<file path="config.mk">
export PLATFORM = sky130hd
export DESIGN_NAME = dl_rom_router
export DESIGN_NICKNAME = d
export VERILOG_FILES = /design/src/rtl/dl_rom_pkg.sv /design/src/rtl/dl_word_packer.sv /design/src/rtl/dl_rom_router.sv
export SDC_FILE = /design/constraint.sdc
export NUM_CORES = 1
export LEC_CHECK = 0
export ABC_AREA = 1
export CAP_MARGIN = 20
export CORE_MARGIN = 4
export CORE_UTILIZATION = 55
export DETAILED_ROUTE_END_ITERATION = 10
export HOLD_SLACK_MARGIN = 0.12
export PLACE_DENSITY = 0.86
export SLEW_MARGIN = 10
export SYNTH_ARGS = -nofsm -noshare
export SYNTH_HDL_FRONTEND = slang
export SYNTH_HIERARCHICAL = 1
export SYNTH_SLANG_ARGS = --single-unit
</file>
<file path="constraint.sdc">
create_clock -name clk_sys -period 5.9 [get_ports clk_sys]
set_clock_uncertainty 0.1 [all_clocks]
set_input_delay 1.475 -clock clk_sys [delete_from_list [all_inputs] [get_ports clk_sys]]
set_output_delay 1.475 -clock clk_sys [all_outputs]
set_load 0.05 [all_outputs]
</file>
<file path="src/rtl/dl_rom_pkg.sv">
// dl_rom_pkg: stream index constants and the address-window lookup shared by the ROM download router.
package dl_rom_pkg;
    localparam logic [7:0] IDX_ROM = 8'd0;
    localparam logic [7:0] IDX_MOD = 8'd1;
    localparam logic [7:0] IDX_DIP = 8'd254;
    localparam int MAX_REG = 8;
    localparam int MAX_AW  = 32;

    typedef struct packed {
        logic       hit;
        logic [2:0] idx;
    } region_t;

    // Scans from the top so the lowest matching region is the one left standing.
    function automatic region_t region_of(
        input logic [MAX_AW-1:0]         addr,
        input logic [MAX_REG*MAX_AW-1:0] base,
        input logic [MAX_REG*5-1:0]      lg,
        input int                        nreg
    );
        region_t         r;
        logic [MAX_AW:0] lo;
        logic [MAX_AW:0] hi;
        r = '0;
        for (int i = MAX_REG - 1; i >= 0; i--) begin
            lo = {1'b0, base[i*MAX_AW +: MAX_AW]};
            hi = lo + ({{MAX_AW{1'b0}}, 1'b1} << lg[i*5 +: 5]);
            if (i < nreg && {1'b0, addr} >= lo && {1'b0, addr} < hi) begin
                r.hit = 1'b1;
                r.idx = 3'(i);
            end
        end
        return r;
    endfunction
endpackage

</file>
<file path="src/rtl/dl_word_packer.sv">
// dl_word_packer: registers routed ROM bytes into output words, pairing little-endian bytes when PACK=2.
module dl_word_packer
    import dl_rom_pkg::*;
#(
    parameter int NREG = 4,
    parameter int PACK = 1
) (
    input  logic                clk_sys,
    input  logic                reset,
    input  logic                wr,
    input  logic [NREG-1:0]     sel,
    input  logic [23:0]         off,
    input  logic [7:0]          din,
    input  logic                flush,
    output logic [NREG-1:0]     we,
    output logic [23:0]         addr,
    output logic [8*PACK-1:0]   data
);
    if (PACK == 1) begin : g_byte
        always_ff @(posedge clk_sys) begin
            if (reset) begin
                we   <= '0;
                addr <= '0;
                data <= '0;
            end else begin
                we <= (wr & ~flush) ? sel : '0;
                if (wr) begin
                    addr <= off;
                    data <= din;
                end
            end
        end
    end else begin : g_word
        logic            pv, hv;
        logic [NREG-1:0] p_sel, h_sel, in_sel;
        logic [22:0]     p_word;
        logic [23:0]     h_off, in_off;
        logic [7:0]      p_lo, h_din, in_din;
        logic            in_v, need_flush;
        // A byte displaced by a flush is parked in the hold slot and replayed next cycle.
        always_comb begin
            in_v       = hv | wr;
            in_sel     = hv ? h_sel : sel;
            in_off     = hv ? h_off : off;
            in_din     = hv ? h_din : din;
            need_flush = pv & (flush | (in_v & (in_sel != p_sel || in_off[23:1] != p_word)));
        end
        always_ff @(posedge clk_sys) begin
            if (reset) begin
                we     <= '0;
                addr   <= '0;
                data   <= '0;
                pv     <= 1'b0;
                hv     <= 1'b0;
                p_sel  <= '0;
                p_word <= '0;
                p_lo   <= '0;
                h_sel  <= '0;
                h_off  <= '0;
                h_din  <= '0;
            end else begin
                we <= '0;
                hv <= 1'b0;
                if (need_flush) begin
                    we    <= p_sel;
                    addr  <= {1'b0, p_word};
                    data  <= {8'h00, p_lo};
                    pv    <= 1'b0;
                    hv    <= in_v;
                    h_sel <= in_sel;
                    h_off <= in_off;
                    h_din <= in_din;
                end else if (in_v & (in_off[0] | flush)) begin
                    we   <= in_sel;
                    addr <= {1'b0, in_off[23:1]};
                    data <= in_off[0] ? {in_din, pv ? p_lo : 8'h00} : {8'h00, in_din};
                    pv   <= 1'b0;
                end else if (in_v) begin
                    pv     <= 1'b1;
                    p_sel  <= in_sel;
                    p_word <= in_off[23:1];
                    p_lo   <= in_din;
                end
            end
        end
    end
endmodule

</file>
<file path="src/rtl/dl_rom_router.sv">
// dl_rom_router: steers the hps_io download stream into NREG ROM regions and captures the mod and DIP bytes.
module dl_rom_router
    import dl_rom_pkg::*;
#(
    parameter int                 NREG      = 4,
    parameter int                 AW        = 25,
    parameter int                 PACK      = 1,
    parameter logic [NREG*AW-1:0] REG_BASE  = {NREG{25'h0}},
    parameter logic [NREG*5-1:0]  REG_LOG2  = {NREG{5'd12}},
    parameter logic [7:0]         ROM_INDEX = IDX_ROM
) (
    input  logic              clk_sys,
    input  logic              reset,
    input  logic              ioctl_download,
    input  logic              ioctl_wr,
    input  logic [7:0]        ioctl_index,
    input  logic [AW-1:0]     ioctl_addr,
    input  logic [7:0]        ioctl_dout,
    output logic [NREG-1:0]   rom_we,
    output logic [23:0]       rom_addr,
    output logic [8*PACK-1:0] rom_data,
    output logic [NREG-1:0]   region_full,
    output logic              dl_done,
    output logic              unmapped,
    output logic [7:0]        mod_byte,
    output logic [63:0]       dip_sw
);
    logic [MAX_REG*MAX_AW-1:0] base_pad;
    logic [MAX_REG*5-1:0]      lg_pad;
    region_t                   rr;
    logic [23:0]               off;
    logic [NREG-1:0]           hit_oh;
    logic [24:0]               cnt [NREG];
    logic rom_idx, acc, hit_wr, rise, rom_rise, fall;
    logic dl_q, low_seen, armed, fall_q;

    always_comb begin
        base_pad = '0;
        lg_pad   = '0;
        for (int i = 0; i < NREG; i++) begin
            base_pad[i*MAX_AW +: MAX_AW] = MAX_AW'(REG_BASE[i*AW +: AW]);
            lg_pad[i*5 +: 5]             = REG_LOG2[i*5 +: 5];
        end
        rr       = region_of(MAX_AW'(ioctl_addr), base_pad, lg_pad, NREG);
        off      = 24'(MAX_AW'(ioctl_addr) - base_pad[rr.idx*MAX_AW +: MAX_AW]);
        rom_idx  = ioctl_index == ROM_INDEX;
        acc      = ioctl_wr & ioctl_download & rom_idx;
        hit_wr   = acc & rr.hit;
        hit_oh   = hit_wr ? (NREG'(1) << rr.idx) : '0;
        // low_seen keeps a download that was already running across reset from looking like a fresh start.
        rise     = ioctl_download & ~dl_q & low_seen;
        rom_rise = rise & rom_idx;
        fall     = dl_q & ~ioctl_download & rom_idx;
    end

    always_ff @(posedge clk_sys) begin
        if (reset) begin
            dl_q        <= 1'b0;
            low_seen    <= 1'b0;
            armed       <= 1'b0;
            fall_q      <= 1'b0;
            dl_done     <= 1'b0;
            region_full <= '0;
            unmapped    <= 1'b0;
            mod_byte    <= '0;
            dip_sw      <= '0;
            for (int i = 0; i < NREG; i++) cnt[i] <= '0;
        end else begin
            dl_q     <= ioctl_download;
            low_seen <= low_seen | ~ioctl_download;
            armed    <= rom_rise | (armed & ~fall);
            fall_q   <= fall & armed;
            dl_done  <= fall_q;
            if (fall_q)
                for (int i = 0; i < NREG; i++) region_full[i] <= cnt[i] == (25'd1 << REG_LOG2[i*5 +: 5]);
            if (rom_rise) region_full <= '0;
            unmapped <= ~rom_rise & (unmapped | (acc & ~rr.hit));
            for (int i = 0; i < NREG; i++)
                cnt[i] <= rom_rise ? '0 : (hit_oh[i] && ~&cnt[i]) ? cnt[i] + 25'd1 : cnt[i];
            if (ioctl_wr & ioctl_download & (ioctl_index == IDX_MOD)) mod_byte <= ioctl_dout;
            if (ioctl_wr & ioctl_download & (ioctl_index == IDX_DIP) & (ioctl_addr[AW-1:3] == '0))
                dip_sw[{ioctl_addr[2:0], 3'b000} +: 8] <= ioctl_dout;
        end
    end

    dl_word_packer #(.NREG(NREG), .PACK(PACK)) u_pack (
        .clk_sys (clk_sys),
        .reset   (reset),
        .wr      (hit_wr),
        .sel     (hit_oh),
        .off     (off),
        .din     (ioctl_dout),
        .flush   (fall),
        .we      (rom_we),
        .addr    (rom_addr),
        .data    (rom_data)
    );
endmodule
</file>
======== After elaboration in Yosys (flattened, before gate mapping) ========
Memories as Yosys holds them, arrays and structs flattened.
Cells that the tools add are included.
storage, ports and cells
  register bits ........................... 118
  RAM bits ................................ 100
  input bits .............................. 45
  output and inout port bits .............. 114
  word-level logic and storage cells ...... 93
  memories kept ........................... 1
operators by class
  $add $sub $neg .......................... 6
  magnitude comparators ................... 1
  eq/ne operators ......................... 6
  shift operators ......................... 4
  muxes and demuxes ....................... 18
  bitwise logic cells ..................... 29
  reductions and logical operators ........ 16
memory list
  memory  words  width  rd ports  clocked after Yosys merged registers in  write ports  line                 source
  cnt     4      25     4         0                                        4            dl_rom_router.sv:33  logic [24:0] cnt [NREG];
operators by type and width
  cell                                                                             count
  25-bit two-way mux                                                               12
  256-bit by 9-bit indexed part select with 24-bit output (first input constant)   1
  25-bit by 1-bit adder with 25-bit output (second input constant)                 4
  25-bit by 13-bit == test with 1-bit output (second input constant)               4
  25-bit AND reduction                                                             4
  64-bit bitwise mux                                                               1
  8-bit by 8-bit variable shift with 64-bit output (first input constant)          1
  8-bit by 8-bit indexed part select with 64-bit output                            1
  25-bit by 13-bit less-than comparator with 1-bit output (second input constant)  1
  24-bit subtractor                                                                1
  22-bit logical NOT                                                               1
  1-bit bitwise AND                                                                16
  8-bit by 1-bit == test with 1-bit output (second input constant)                 1
  8-bit == test (second input constant)                                            1
  8-bit logical NOT                                                                1
  4-bit two-way mux                                                                2
  6-bit negator with 8-bit output                                                  1
  1-bit OR                                                                         7
  1-bit NOT                                                                        6
  1-bit logical AND                                                                4
  1-bit logical NOT                                                                4
  2-bit OR reduction                                                               2
  1-bit by 3-bit left shift with 4-bit output (first input constant)               1
  1-bit two-way mux                                                                3

======== Depth between registers and ports, before layout ========
Gate-level depths: netlist of the first run.
  word-level depth ........................ 8
  depth in mapped cells ................... 12
  mapped depth without buffers ............ 10

======== Modules after synthesis ========
The synthesis of the first run kept the hierarchy.
by module, submodules not included
  module          instances  cells each  area each (µm²)  sequential area each (µm²)
  dl_rom_router   1          827         5564.1           2082.0
  dl_word_packer  1          217         1443.9           720.7

======== Worst setup path after synthesis of the first run ========
No wires, ideal clock.
  path type ............................... input port to flip-flop
  start point ............................. input ioctl_addr[0]
  end point ............................... register dip_sw[24]
  setup time .............................. 0.132 ns
  data arrival time ....................... 3.393 ns
  data required time ...................... 5.668 ns
  setup slack ............................. 2.275 ns
  stages on the path ...................... 10
  cell sequence ........................... buf_4 -> clkbuf_1 -> inv_1 -> ha_1 -> ha_1 -> clkinv_1 -> nor2_1 -> nand3_1 -> nand2_1 -> a21oi_1
on the way
  word-level cells in the longest chain between the ends .. 3
  elaborated cells between the ends (all ways) .. 4
  those cells by class .................... add/sub: 1; shift: 2; mux: 1
ends and longest elaborated chain
  element                                                                                                                           line                 source
  start: declaration                                                                                                                dl_rom_router.sv:17  input logic [AW-1:0] ioctl_addr,
  6-bit negator with 8-bit output *                                                                                                 dl_rom_router.sv:82  dip_sw[{ioctl_addr[2:0], 3'b000} +: 8] <= ioctl_dout;
  8-bit by 8-bit indexed part select with 64-bit output / 8-bit by 8-bit variable shift with 64-bit output (equally long branches)  dl_rom_router.sv:82
  64-bit bitwise mux *                                                                                                              dl_rom_router.sv:82
  end signal: indexed assignment                                                                                                    dl_rom_router.sv:82
  end: declaration                                                                                                                  dl_rom_router.sv:26  output logic [63:0] dip_sw
Mark *: on every way between the ends. The rest lies on a longest branch, timed or not.
A chain may end at the register's enable or synchronous reset.

======== Final worst setup path of the first run ========
  start point ............................. input ioctl_addr[0]
  end point ............................... register dip_sw[27]
The elaborated chain is that of the path after synthesis.

==> metrics.md, run 1 <==
| Metric | Value |
|---|---|
| Grt ovf | `0` |
| Unique masters post-synth | `31` |
| DRT iter0 DRCs | `668` |
| Final core utilization | `0.747` |
| Core Area | `12,300 sq um` |
| VDD IR max | `193 uV` |
| Largest net degree at the start of global routing | `55` |
| WHS Path Cells | `2` |
| Clock tree buffer depth | `2` |
| Fmax | `0.209 GHz` |
| R2R Setup Slk | `3600 ps` |
| R2R cell count | `9` |
| Starting Density | `0.572` |
| Total track usage | `0.273` |
| CP Buf/Inv Count | `4` |
| Max stage delay on crit path | `670 ps` |
| Share of layout cells above drive strength 1 | `0.0753` |
| Register area share after synthesis | `0.400` |
| CTS Buf Count | `17` |
| Post-synthesis average cell area | `6.71 sq um` |
| Max-Cap Viols | `0` |
| CTS root buf | `clkbuf_16` |
| Cell Pwr Density | `243 nW/um^2` |
| Fin Setup TNS | `0 ps` |
| Worst Path Arrival | `4930 ps` |
| Die height | `121 um` |
| Row cnt | `40` |
| Placed inst area | `8540 sq um` |
| Number of port buffers | `155` |
| Period utilization | `0.809` |
| Area growth syn-to-layout | `30.7%` |
| Final WL | `20,200 um` |
| Vias per std cell | `5.33` |
| Minimum clock period after layout | `around 4800 ps` |
| #FFs+latches synth | `140` |
| # IOs | `159` |
| Final HPWL DP | `~14,000 um` |
| Syn. warnings | `6` |
| Final Cell Area | `9160 sq um` |
| Worst-path cell chain | `clkdlybuf4s50_1, buf_4, inv_1, ha_1, ha_1, clkinv_1, nor2_1, nand3_1, nand2_1, a21oi_1` |
| Number of global-route vias before repair | `approximately 6.6k` |
| Lkg Pwr | `3.40 nW` |
| Clock sinks | `140` |
| Type of origin of the critical path | `input port` |
| Hold crit path type | `reg -> reg` |
| Most used cell, CP | `ha_1` |
| Syn Std Cell Area | `7010 sq um` |
| Final Wtd Congestion | `approximately 0.97` |
| Routed vias | `7,267` |
| Status | `finished, final reports clean` |
| Global-route wire length before repair | `32,100 um` |
| Hold_sp | `mod_byte[2]` |
| Average wire per standard cell | `14.8 um` |
| R2R Path End | `cnt[0][5]` |
| Fin. max-slew vios | `0` |
| Worst setup EP type | `flop` |
| Mapped Cells | `1,044` |
| Finish-stage setup viols | `0` |
| Worst r2r src | `cnt[0][0]` |
| WHS Endpoint | `mod_byte[2]` |
| Tightest Pin Transition | `1020 ps` |
| CTS-repair resized insts | `0` |
| Req. time, crit path | `6060 ps` |
| Worst path slowest cell | `ha_1` |
| Post-CTS setup repair buffer count | `0` |
| Worst slew margin | `0.318` |
| Critical path peak fanout | `21` |
| H-tree Lvls | `4` |
| Crit-path leading delay family | `buffers and inverters` |
| TritonCTS clock tree | `done` |
| Crit Path Class | `in -> reg` |
| RSZ-0062 raised after global routing | `no` |
| DIE AREA | `14,600 sq um` |
| Clk_lat worst skew | `roughly 420 ps` |
| Pwr Total | `2.23 mW` |
| Nets | `1,231` |
| Post-route ant nets | `0` |
| # hold bufs at CTS | `0` |
| Antenna diode count | `0` |
| Die W | `121 um` |
| DRC Markers | `0` |
| Initial DRT Pass Iterations | `6` |
| Clk slew on worst S/H paths | `around 60 ps` |
| Final hold violations | `0` |
| Initial antenna violation count | `0` |
[sequential cells by signal, indices dropped and copies added (netlist names)]
register / cells
region_full: 1
mod_byte: 8
unmapped: 1
dip_sw: 64
u_pack/we: 4
armed: 1
cnt: 25
low_seen: 1
dl_q: 1
u_pack/data: 8
u_pack/addr: 24
fall_q: 1
dl_done: 1
[worst max path at each step]
stage / from / end / slack [ps] / depth (start not counted)
5_1_grt: ioctl_addr[0] / dip_sw[27] / 810 / 10
3_3_place_gp: ioctl_addr[0] / dip_sw[24] / 970 / 10
4_1_cts: ioctl_addr[0] / dip_sw[27] / 1220 / 10
6_report: ioctl_addr[0] / dip_sw[27] / 1130 / 10
3_5_place_dp: ioctl_addr[0] / dip_sw[28] / 880 / 10
2_1_floorplan: ioctl_addr[0] / dip_sw[24] / 2270 / 10
[area by class of cell]
class	instances	area [sq um]
fillers	955	3100
clock inverters	14	193
flip-flops and latches	140	2800
clock buffers	18	429
well taps	168	210
multi-input cells	759	3540
inverters	104	390
repair buffers	160	1590
[power by group]
part | switching, mW | leakage, nW | internal (mW)
Clock | 0.430 | 0.297 | 0.708
Sequential | 0.000305 | 1.13 | 0.946
Combinational | 0.0938 | 1.97 | 0.0473
[metal layers]
metal  GRT usage  wire [um]  part of all wire
met2       0.424       8910              0.44
met1       0.366       8840              0.44
met4       0.110        689             0.034
met3      0.0634       1740             0.086
met5           0          0                 0
[synth_stat cells]
| library cell | number | area share |
|---|---|---|
| inv_1 | 96 | 0.051 |
| xor2_1 | 5 | 0.0062 |
| nor4_1 | 3 | 0.0027 |
| or2_2 | 2 | 0.0018 |
| nor3_1 | 6 | 0.0043 |
| clkbuf_1 | 16 | 0.0086 |
| buf_2 | 10 | 0.0071 |
| buf_4 | 14 | 0.015 |
| nand2_4 | 2 | 0.0032 |
| a21oi_2 | 13 | 0.016 |
| xnor2_1 | 6 | 0.0075 |
| a21oi_1 | 72 | 0.051 |
| dfxtp_1 | 140 | 0.40 |
| buf_12 | 1 | 0.0029 |
| inv_2 | 4 | 0.0021 |
| nor2_2 | 4 | 0.0036 |
| buf_6 | 5 | 0.0080 |
| o21ai_0 | 12 | 0.0086 |
| clkinv_1 | 4 | 0.0021 |
| nand4_1 | 57 | 0.051 |
| nand3_1 | 70 | 0.050 |
| nor3_4 | 2 | 0.0046 |
| conb_1 | 1 | 0.00054 |
| nand2_1 | 255 | 0.14 |
| nand2_2 | 14 | 0.012 |
| nor2_4 | 10 | 0.016 |
| nand3_4 | 1 | 0.0025 |
| nor3_2 | 1 | 0.0014 |
| and2_1 | 1 | 0.00089 |
| nor2_1 | 213 | 0.11 |
| ha_1 | 4 | 0.0071 |
[layout by cell type, fill, tap and decap left out, drive strengths merged]
cell type        n
nand2          271
nor2           227
clkdlybuf4s50  154
dfxtp          140
inv            102
a21oi           85
nand3           71
nand4           57
clkbuf          18
o21ai           12
nor3             9
clkinv           9
xnor2            6
conb             6
buf              6
xor2             5
ha               4
bufinv           4
nor4             3
clkinvlp         3
or2              2
and2             1
[through the flow]
stage	setup slack, ps	hold WS (ps)	std cells
global route	805	371	1363
floorplan	2270	324	1049
global placement	973	329	1330
finish	1130	347	1363
detailed placement	884	336	1331
CTS	1220	347	1363
[tightest hold or removal path, delay by kind of cell, from the launching register on]
kind / cells / cell delay (ps)
buffers and inverters: 1 / 50
AO/OA/AOI/OAI: 1 / 50
flip-flops: 1 / 310
[logic make-up (layout without fill, tap and decap cells)]
kind of cell    Yosys count  after routing  synth area share
compound gates           97             97            0.0762
buf+inv                 150            296            0.0973
flops                   140            140             0.400
other cells               1              6          0.000535
fa+ha+maj                 4              4           0.00714
xor+xnor                 11             11            0.0137
simple gates            641            641             0.405
No activity file was read; power rests on OpenSTA's default activity.
==> inputs of run 2 (changes only) <==
- CORE_UTILIZATION: 55 -> 51
- PLACE_DENSITY: 0.86 -> 0.81
- clock period: 5.9 -> 4.6 ns (I/O delays scaled with it)
==> run 2 against run 1 <==
  * First-iteration DRC count grew 0.90%
  * Setup slack got worse by 44 ps
  * Final cell count grew 0.81%
  * Critical path depth fell by 1
  * Via count is 3.1% lower
  * Clock power grew 25%
  * Hold slack gained 3.9 ps
  * Wire length decreased by 2.6%
  * Sequential share of layout area is 0.10 points lower
  * Largest cell class unchanged
  * Largest power group unchanged
==> metrics.md, run 2 (synthesized netlist as in run 1, its figures left out) <==
| Metric | Value |
|---|---|
| Initial DRT Pass Iterations | `5 (-1)` |
| TritonCTS clock tree | `done` |
| M2 GR Usage | `0.387 (-0.0372)` |
| Max stage delay on crit path | `550 ps (-120 ps)` |
| Starting Density | `0.525 (-0.0465)` |
| R2R cell count | `9 (unchanged)` |
| Global-route wire length before repair | `31,900 um (-0.47%)` |
| Cell Pwr Density | `306 nW/um^2 (+26%)` |
| Worst r2r src | `cnt[0][0]` |
| CTS Buf Count | `17 (unchanged)` |
| Nets | `1,235 (+0.32%)` |
| CTS root buf | `clkbuf_16` |
| Req. time, crit path | `4780 ps (-1280 ps)` |
| Worst path slowest cell | `clkdlybuf4s50_1` |
| Row cnt | `42 (+5.0%)` |
| # IOs | `159 (unchanged)` |
| Average wire per standard cell | `14.3 um (-3.4%)` |
| Tightest Pin Transition | `943 ps (-79.3 ps)` |
| Worst slew margin | `0.369 (+0.0513)` |
| VDD IR max | `253 uV (+31%)` |
| Area growth syn-to-layout | `31.1%` |
| Largest net degree at the start of global routing | `54 (-1.8%)` |
| Hold crit path type | `reg -> reg` |
| Met1 Usage GRT | `0.330 (-0.0360)` |
| Type of origin of the critical path | `input port` |
| RSZ-0062 raised after global routing | `no` |
| Period utilization | `0.765` |
| Worst setup EP type | `flop` |
| DRC Markers | `0 (unchanged)` |
| Status | `finished, final reports clean` |
| Clock sinks | `140 (unchanged)` |
| WHS Endpoint | `mod_byte[5]` |
| Clock tree buffer depth | `2 (unchanged)` |
| Max-Cap Viols | `0 (unchanged)` |
| Post-route ant nets | `0 (unchanged)` |
| # hold bufs at CTS | `0 (unchanged)` |
| Fin. max-slew vios | `0 (unchanged)` |
| GR Util met3 | `0.0716 (+0.00824)` |
| Critical path peak fanout | `18 (-14%)` |
| Finish-stage setup viols | `0 (unchanged)` |
| Minimum clock period after layout | `3520 ps` |
| Fin Setup TNS | `0 ps (unchanged)` |
| Worst-path cell chain | `clkdlybuf4s50_1, inv_1, ha_1, ha_1, clkinv_1, nor2_1, nand3_1, nand2_1, a21oi_1` |
| Total track usage | `0.246 (-0.0266)` |
| Grt ovf | `0 (unchanged)` |
| Hold_sp | `mod_byte[5]` |
| Lkg Pwr | `3.41 nW (+0.42%)` |
| Worst Path Arrival | `3700 ps (-1230 ps)` |
| Number of global-route vias before repair | `6,428 (-2.6%)` |
| Most used cell, CP | `ha_1` |
| Crit-path leading delay family | `simple AND/OR/NAND/NOR gates` |
| Max reg flops | `64 (unchanged)` |
| Crit Path Class | `in -> reg` |
| Post-CTS setup repair buffer count | `0 (unchanged)` |
| Gr busiest metal | `met2` |
| Number of port buffers | `155 (unchanged)` |
| Core Area | `13,300 sq um (+8.9%)` |
| DIE AREA | `15,700 sq um (+7.3%)` |
| Biggest register | `dip_sw` |
| Clk_lat worst skew | `410 ps (about the same)` |
| Routed vias | `7,044 (-3.1%)` |
| DRT iter0 DRCs | `674 (+0.90%)` |
| Antenna diode count | `0 (unchanged)` |
| CP Buf/Inv Count | `3 (-1)` |
| WHS Path Cells | `2 (unchanged)` |
| Final hold violations | `0 (unchanged)` |
| CTS-repair resized insts | `0 (unchanged)` |
| Pwr Total | `2.81 mW (+26%)` |
| H-tree Lvls | `4 (unchanged)` |
| Fmax | `0.284 GHz` |
| Die height | `125 um (+3.6%)` |
| Commonest non-fill, non-tap cell in the layout | `nand2_1` |
| Vias per std cell | `5.13 (-3.8%)` |
| Final WL | `19,600 um (-2.6%)` |
| Final Wtd Congestion | `0.880 (-9.5%)` |
| R2R Setup Slk | `2310 ps (-1290 ps)` |
| Die W | `125 um (+3.6%)` |
| Biggest regs | `dip_sw (64), cnt (25), u_pack/addr (24)` |
| Share of layout cells above drive strength 1 | `0.0785 (+0.00315)` |
| Final HPWL DP | `14,100 um (+1.1%)` |
| R2R Path End | `cnt[0][23]` |
| Commonest cells after routing, fill and taps aside | `255 x nand2_1, 213 x nor2_1, 154 x clkdlybuf4s50_1` |
| Clk slew on worst S/H paths | `60 ps (about the same)` |
| Initial antenna violation count | `0 (unchanged)` |
-- run 2: worst max path at each step --
| stage | from | endpoint | slack [ps] | cells past startpoint |
|---|---|---|---|---|
| 3_5_place_dp | ioctl_addr[1] | dip_sw[31] | 670 | 9 |
| 5_1_grt | ioctl_addr[1] | dip_sw[14] | 870 | 9 |
| 6_report | ioctl_addr[1] | dip_sw[31] | 1080 | 9 |
| 3_3_place_gp | ioctl_addr[1] | dip_sw[26] | 740 | 9 |
| 4_1_cts | ioctl_addr[1] | dip_sw[31] | 1100 | 9 |
| 2_1_floorplan | ioctl_addr[0] | dip_sw[24] | 1300 | 10 |
-- run 2: power breakdown --
| part | switching [mW] | leakage, nW | internal (mW) | total [mW] |
|---|---|---|---|---|
| clock | 0.515 | 0.293 | 0.906 | 1.42 |
| combinational | 0.117 | 1.99 | 0.0610 | 0.178 |
| sequential | 0.000433 | 1.13 | 1.21 | 1.21 |
-- run 2: area by class of cell --
| cell class | count | area [sq um] |
|---|---|---|
| fillers | 1164 | 4160 |
| well taps | 176 | 220 |
| clock buffers | 21 | 480 |
| repair buffers | 164 | 1610 |
| clock inverters | 10 | 139 |
| flip-flops and latches | 140 | 2800 |
| multi-input cells | 759 | 3540 |
| inverters | 104 | 390 |
-- run 2: worst register-to-register path: stages (launching register included) --
cell and delay, ps:
dfxtp_1 440, ha_1 390, inv_2 90, nor2_4 170, nand2_4 80, nor2_4 170, nand3_4 190, nand2_4 320
nand2_1 130, a21oi_2 140
-- run 2: through the flow --
step                      std cells  hold WS [ps]  cell area (sq um)   util  setup slack (ps)
after detailed placement       1343           341               8570  0.642               670
after floorplan                1049           324               7030      -              1300
final                          1374           351               9190  0.688              1080
after CTS                      1374           353               9190  0.688              1100
after global placement         1343           332               8570  0.642               735
after global routing           1374           377               9190  0.688               873
-- run 2: metal layers --
layer / vias to the layer above / part of all wire
met4: 0 / 0.021
met1: 3111 / 0.45
li1: 3596 / -
met3: 37 / 0.084
met5: - / 0
met2: 300 / 0.45
==> inputs of run 3 (changes only) <==
- CORE_UTILIZATION: 51 -> 46
- PLACE_DENSITY: 0.81 -> 0.77
- clock period: 4.6 -> 2.9 ns (I/O delays scaled with it)
==> run 3 against run 2 <==
  * Count of clock-buffer cells in the layout up 2
  * Combinational power up 77%
  * Global-route usage down 2.0 points
  * Die area up 10%
  * Critical path type unchanged
  * Cell area up 2.4%
  * Wire length up 2.9%
==> metrics.md, run 3 (synthesized netlist as in run 1, its figures left out) <==
| Metric | Value |
|---|---|
| Area growth syn-to-layout | `34.3%` |
| Sw Share | `0.228 (+0.00294)` |
| Final Wtd Congestion | `0.905 (+2.8%)` |
| Initial DRT Pass Iterations | `5 (unchanged)` |
| Tightest Pin Transition | `603 ps (-340 ps)` |
| Switch Pwr | `986 uW (+56%)` |
| Fill count | `1,311 (+13%)` |
| Initial antenna violation count | `0 (unchanged)` |
| Global-route wire length before repair | `32,400 um (+1.4%)` |
| Pwr Total | `4.33 mW (+54%)` |
| R2R cell count | `9 (unchanged)` |
| Lkg Pwr | `3.55 nW (+4.1%)` |
| Total track usage | `0.227 (-0.0195)` |
| Fmax | `0.384 GHz` |
| Worst slew margin | `0.597 (+0.228)` |
| R2R Path End | `cnt[0][22]` |
| Crit Path Class | `in -> reg` |
| Hold crit path type | `reg -> reg` |
| Commonest cells after routing, fill and taps aside | `255 x nand2_1, 213 x nor2_1, 154 x clkdlybuf4s50_1` |
| R2R Setup Slk | `610 ps (-1700 ps)` |
| Biggest register | `dip_sw` |
| Average wire per standard cell | `14.3 um (about the same)` |
| Req. time, crit path | `3090 ps (-1690 ps)` |
| WHS Endpoint | `mod_byte[0]` |
| Nets | `1,266 (+2.5%)` |
| CTS root buf | `clkbuf_16` |
| CTS Buf Count | `17 (unchanged)` |
| Hold slack | `344 ps (-7.26 ps)` |
| Finish-stage setup viols | `0 (unchanged)` |
| # hold bufs at CTS | `0 (unchanged)` |
| VDD IR max | `427 uV (+68%)` |
| Routed vias | `7,155 (+1.6%)` |
| DRT iter0 DRCs | `562 (-17%)` |
| Type of origin of the critical path | `input port` |
| Max reg flops | `64 (unchanged)` |
| Pint | `3.35 mW (+53%)` |
| Critical path peak fanout | `9 (-9)` |
| Die W | `131 um (+5.0%)` |
| Share of total power in combinational logic | `0.073 (+0.010)` |
| Grt ovf | `0 (unchanged)` |
| Largest net degree at the start of global routing | `64 (+19%)` |
| Worst setup slack after layout | `297 ps (-784 ps)` |
| DRC Markers | `0 (unchanged)` |
| CTS-repair resized insts | `0 (unchanged)` |
| DIE AREA | `17,300 sq um (+10%)` |
| WHS Path Cells | `2 (unchanged)` |
| Die height | `131 um (+5.0%)` |
| Post-CTS setup repair buffer count | `0 (unchanged)` |
| Minimum clock period after layout | `2600 ps` |
| Status | `finished, final reports clean` |
| Clock sinks | `140 (unchanged)` |
| Number of port buffers | `155 (unchanged)` |
| Final WL | `20,200 um (+2.9%)` |
| Starting Density | `0.475 (-0.0500)` |
| # IOs | `159 (unchanged)` |
| Final HPWL DP | `14,700 um (+4.1%)` |
| Core Area | `14,800 sq um (+11%)` |
| H-tree Lvls | `4 (unchanged)` |
| Period utilization | `0.898` |
| Vias per std cell | `5.07 (-1.2%)` |
| Flop pwr share | `0.445 (+0.013)` |
| Worst setup EP type | `flop` |
| Clock power share | `0.483 (-0.022)` |
| Cell Pwr Density | `460 nW/um^2 (+50%)` |
| Antenna diode count | `0 (unchanged)` |
| Place WS | `-137 ps (-807 ps)` |
| Clk slew on worst S/H paths | `60 ps (about the same)` |
| Number of global-route vias before repair | `6,525 (+1.5%)` |
| Clk_lat worst skew | `420 ps (about the same)` |
| Worst Path Arrival | `2790 ps (-910 ps)` |
| Clock tree buffer depth | `2 (unchanged)` |
| Post-route ant nets | `0 (unchanged)` |
| Final hold violations | `0 (unchanged)` |
| Biggest regs | `dip_sw (64), cnt (25), u_pack/addr (24)` |
| Share of layout cells above drive strength 1 | `0.0977 (+0.0193)` |
| Worst r2r src | `cnt[0][0]` |
| RSZ-0062 raised after global routing | `no` |
| TritonCTS clock tree | `done` |
| Fin. max-slew vios | `0 (unchanged)` |
| Hold_sp | `mod_byte[0]` |
| Commonest non-fill, non-tap cell in the layout | `nand2_1` |
| Row cnt | `44 (+4.8%)` |
| Max-Cap Viols | `0 (unchanged)` |
## run 3: cell count changes in the layout (fill, tap and decap cells not counted), sizes merged
| cell | before | now |
|---|---|---|
| clkbuf | 21 | 23 |
| clkinv | 7 | 8 |
| buf | 10 | 41 |
| clkinvlp | 4 | 1 |
| bufinv | 3 | 2 |
## run 3: final cells by class
class	instances	area, sq um	share of cell area
Clock inverter	7	91.3	0.00971
Sequential cell	140	2800	0.298
Clock buffer	23	468	0.0497
Timing Repair Buffer	195	1880	0.200
Inverter	104	390	0.0415
Tap cell	184	230	0.0245
Multi-Input combinational cell	759	3540	0.376
## run 3: metal layers
metal,vias up,global-route usage,part of all wire
met2,242,0.354,0.45
met1,3211,0.301,0.46
met5,-,0,0
met3,45,0.0593,0.062
li1,3657,-,-
met4,0,0.0875,0.030
## run 3: worst max path at each step
stage / start / endpoint / slack, ps / cells after the start
global placement: ioctl_addr[1] / dip_sw[17] / -110 / 9
CTS: ioctl_addr[1] / dip_sw[21] / 290 / 9
finish: ioctl_addr[1] / dip_sw[16] / 300 / 9
floorplan: ioctl_addr[0] / dip_sw[24] / 20 / 10
detailed placement: ioctl_addr[1] / dip_sw[20] / -140 / 9
global route: ioctl_addr[1] / dip_sw[24] / 110 / 9
## run 3: through the flow
stage	std cells	instance area, sq um	utilization	TNS, ps
global route	1412	9410	0.638	0
global placement	1382	8850	0.600	-1630
finish	1412	9410	0.638	0
detailed placement	1382	8850	0.600	-2780
floorplan	1049	7030	-	0
CTS	1412	9410	0.638	0
## run 3: worst max-delay path: stages
cell and delay (ps):
clkdlybuf4s50_1 540, inv_1 60, ha_1 180, ha_1 300, clkinv_1 230, nor3_2 270, nand3_1 270, nand2_1 140
a21oi_1 70
## run 3: power by group through the flow
stage	logic [mW]	clock network, mW	registers, mW
detailed placement	0.310	0	1.97
finish	0.315	2.09	1.93
global route	0.345	2.19	1.93
global placement	0.308	0	1.97
floorplan	0.165	0	1.97
CTS	0.313	2.11	1.93
==> RTL edit (settings of run 2) <==
The package constant `MAX_REG` goes from 8 to 9.
--- a/src/rtl/dl_rom_pkg.sv
+++ b/src/rtl/dl_rom_pkg.sv
@@ -3,7 +3,7 @@
     localparam logic [7:0] IDX_ROM = 8'd0;
     localparam logic [7:0] IDX_MOD = 8'd1;
     localparam logic [7:0] IDX_DIP = 8'd254;
-    localparam int MAX_REG = 8;
+    localparam int MAX_REG = 9;
     localparam int MAX_AW  = 32;
 
     typedef struct packed {
Behaviour: no difference found for any inputs over 4 cycles, from zero or initial values and one cycle with reset high; that may be too few to reach the edited logic, so the function may still have changed.
==> RTL edit against run 2 <==
- largest power group unchanged
- sequential power about the same
- wire length up 2.1%
- critical endpoint is now dip_sw[42]
- first-iteration DRC count down 22%
- cell area up 1.0%
- setup slack better by 0.16 ns
- critical path type unchanged
- area after synthesis up 1.3%
- sequential cell count unchanged
- combinational power up 4%
- power down 0.85%
==> RTL edit: results (changes against run 2) <==
- HPWL after detailed placement: 14300 microns (was 14100 microns)
- Nets: 1241 (was 1235)
- Vias in the first global route: 6726 (was 6428)
- Peak supply drop: 0.274 mV (was 0.253 mV)
- Top cells by count, synth: nand2_1 (249), nor2_1 (216), dfxtp_1 (140) (was nand2_1 (255), nor2_1 (213), dfxtp_1 (140))
- Largest regs: dip_sw x64, cnt x25, u_pack/addr x24 (unchanged)
- Crit path largest cell delay: 0.57 ns (was 0.55 ns)
- Count of different cell masters after synthesis: 33 (was 31)
- Post-CTS setup buffer count: 0 (unchanged)
- Number of fillers in the final layout: 1197 (was 1164)
- Max stage delay cell, worst path: clkdlybuf4s50_1 (unchanged)
- Initial DRC Count: 524 (was 674)
- Vias per Instance: 5.07 (was 5.13)
- Port Buf Inserts: 155 (unchanged)
- Mean Syn Cell Area: 6.75 sq um (was 6.71 sq um)
- Clock Latency Late Sink: 0.43 ns (was 0.41 ns)
- Placed cell count: 1348 (was 1343)
- ANT cells: 0 (unchanged)
- Clock slew at reported path FFs: 0.06 ns (about the same)
- Total Wirelength: 20000 microns (was 19600 microns)
- Critical path data arrival time: 3.55 ns (was 3.70 ns)
- Clk buf depth: 2 (unchanged)
- Pwr dens: 301 nW/um^2 (was 306 nW/um^2)
- Largest net degree at the start of global routing: 71 (was 54)
- Yosys warns: 6 (unchanged)
- Worst slack, placed: 0.806 ns (was 0.670 ns)
- Slew headroom: 40.3% (was 36.9%)
- CP max FO: 14 (was 18)
- Area post-placement: 8650 sq um (was 8570 sq um)
- Share of cells above drive strength 1: 9.05% (was 7.85%)
- Ys async rst share: 0% (unchanged)
- Fin cells: 1381 (was 1374)
- Static Leak: 3.51 nW (was 3.41 nW)
- Path type of the worst min-delay path: flip-flop to flip-flop (unchanged)
- Ranking of synthesized cells by area: dfxtp_1 (39%), nand2_1 (13%), nor2_1 (11%), nand4_1 (5.6%), inv_1 (5.4%) (was dfxtp_1 (40%), nand2_1 (14%), nor2_1 (11%), a21oi_1 (5.1%), inv_1 (5.1%))
- CTS buffer count: 17 (unchanged)
- Final GP Congestion: 0.914 (was 0.880)
- First-pass GRT wire length: 32600 microns (was 31900 microns)
- Outcome: finished, final reports clean (unchanged)
- Hold Crit Depth: 2 (unchanged)
- R2r worst-path depth: 9 (unchanged)
- Post-synthesis sequential area ratio: 39.5% (was 40.0%)
- Gr usage total: 25.2% (was 24.6%)
- Post-CTS sizing: 0 (unchanged)
- Pre-Repair DR Iteration Count: 5 (unchanged)
==> RTL edit: path summary, 6_finish.rpt <==
check	start	endpoint	slack, ns
setup / recovery	ioctl_addr[1]	dip_sw[42]	1.24
hold / removal	mod_byte[3]	mod_byte[3]	0.34
setup reg to reg	cnt[0][0]	cnt[0][10]	2.36
hold reg to reg	mod_byte[3]	mod_byte[3]	0.34
==> RTL edit: area by class of cell <==
class / instances / share of cell area (%)
sequential: 140 / 30.2
clock buffer: 19 / 4.77
inverter: 107 / 4.33
clock inverter: 13 / 1.71
timing repair buffer: 164 / 17.7
multi-input combinational: 762 / 38.9
tap: 176 / 2.37
==> RTL edit: worst max-delay path: cells and delay by family <==
kind                     cells  cell delay, ns
AND/OR/NAND/NOR              4            1.13
buffers and inverters        2            0.64
adder cells (fa/ha/maj)      1            0.56
AO/OA/AOI/OAI                1            0.07
==> RTL edit: kinds of logic after synthesis <==
kind of cell | count (synthesis) | synth area share [%]
compound gates | 93 | 7.51
fa+ha+maj | 4 | 0.705
simple gates | 644 | 40.4
xor+xnor | 15 | 1.85
buf+inv | 155 | 10.0
other cells | 1 | 0.0528
flops | 140 | 39.5
==> RTL edit: metal layers <==
metal	up-vias	global-route usage, %	routed length, microns
met4	0	8.52	449
met1	3160	30.3	8810
met5	-	0	0
met2	183	43.8	9780
li1	3617	-	-
met3	36	6.48	1010
==> RTL edit: report_power, final <==
part	internal [mW]	switching, mW
Clock	0.827	0.563
Sequential	1.21	0.000495
Combinational	0.0630	0.122
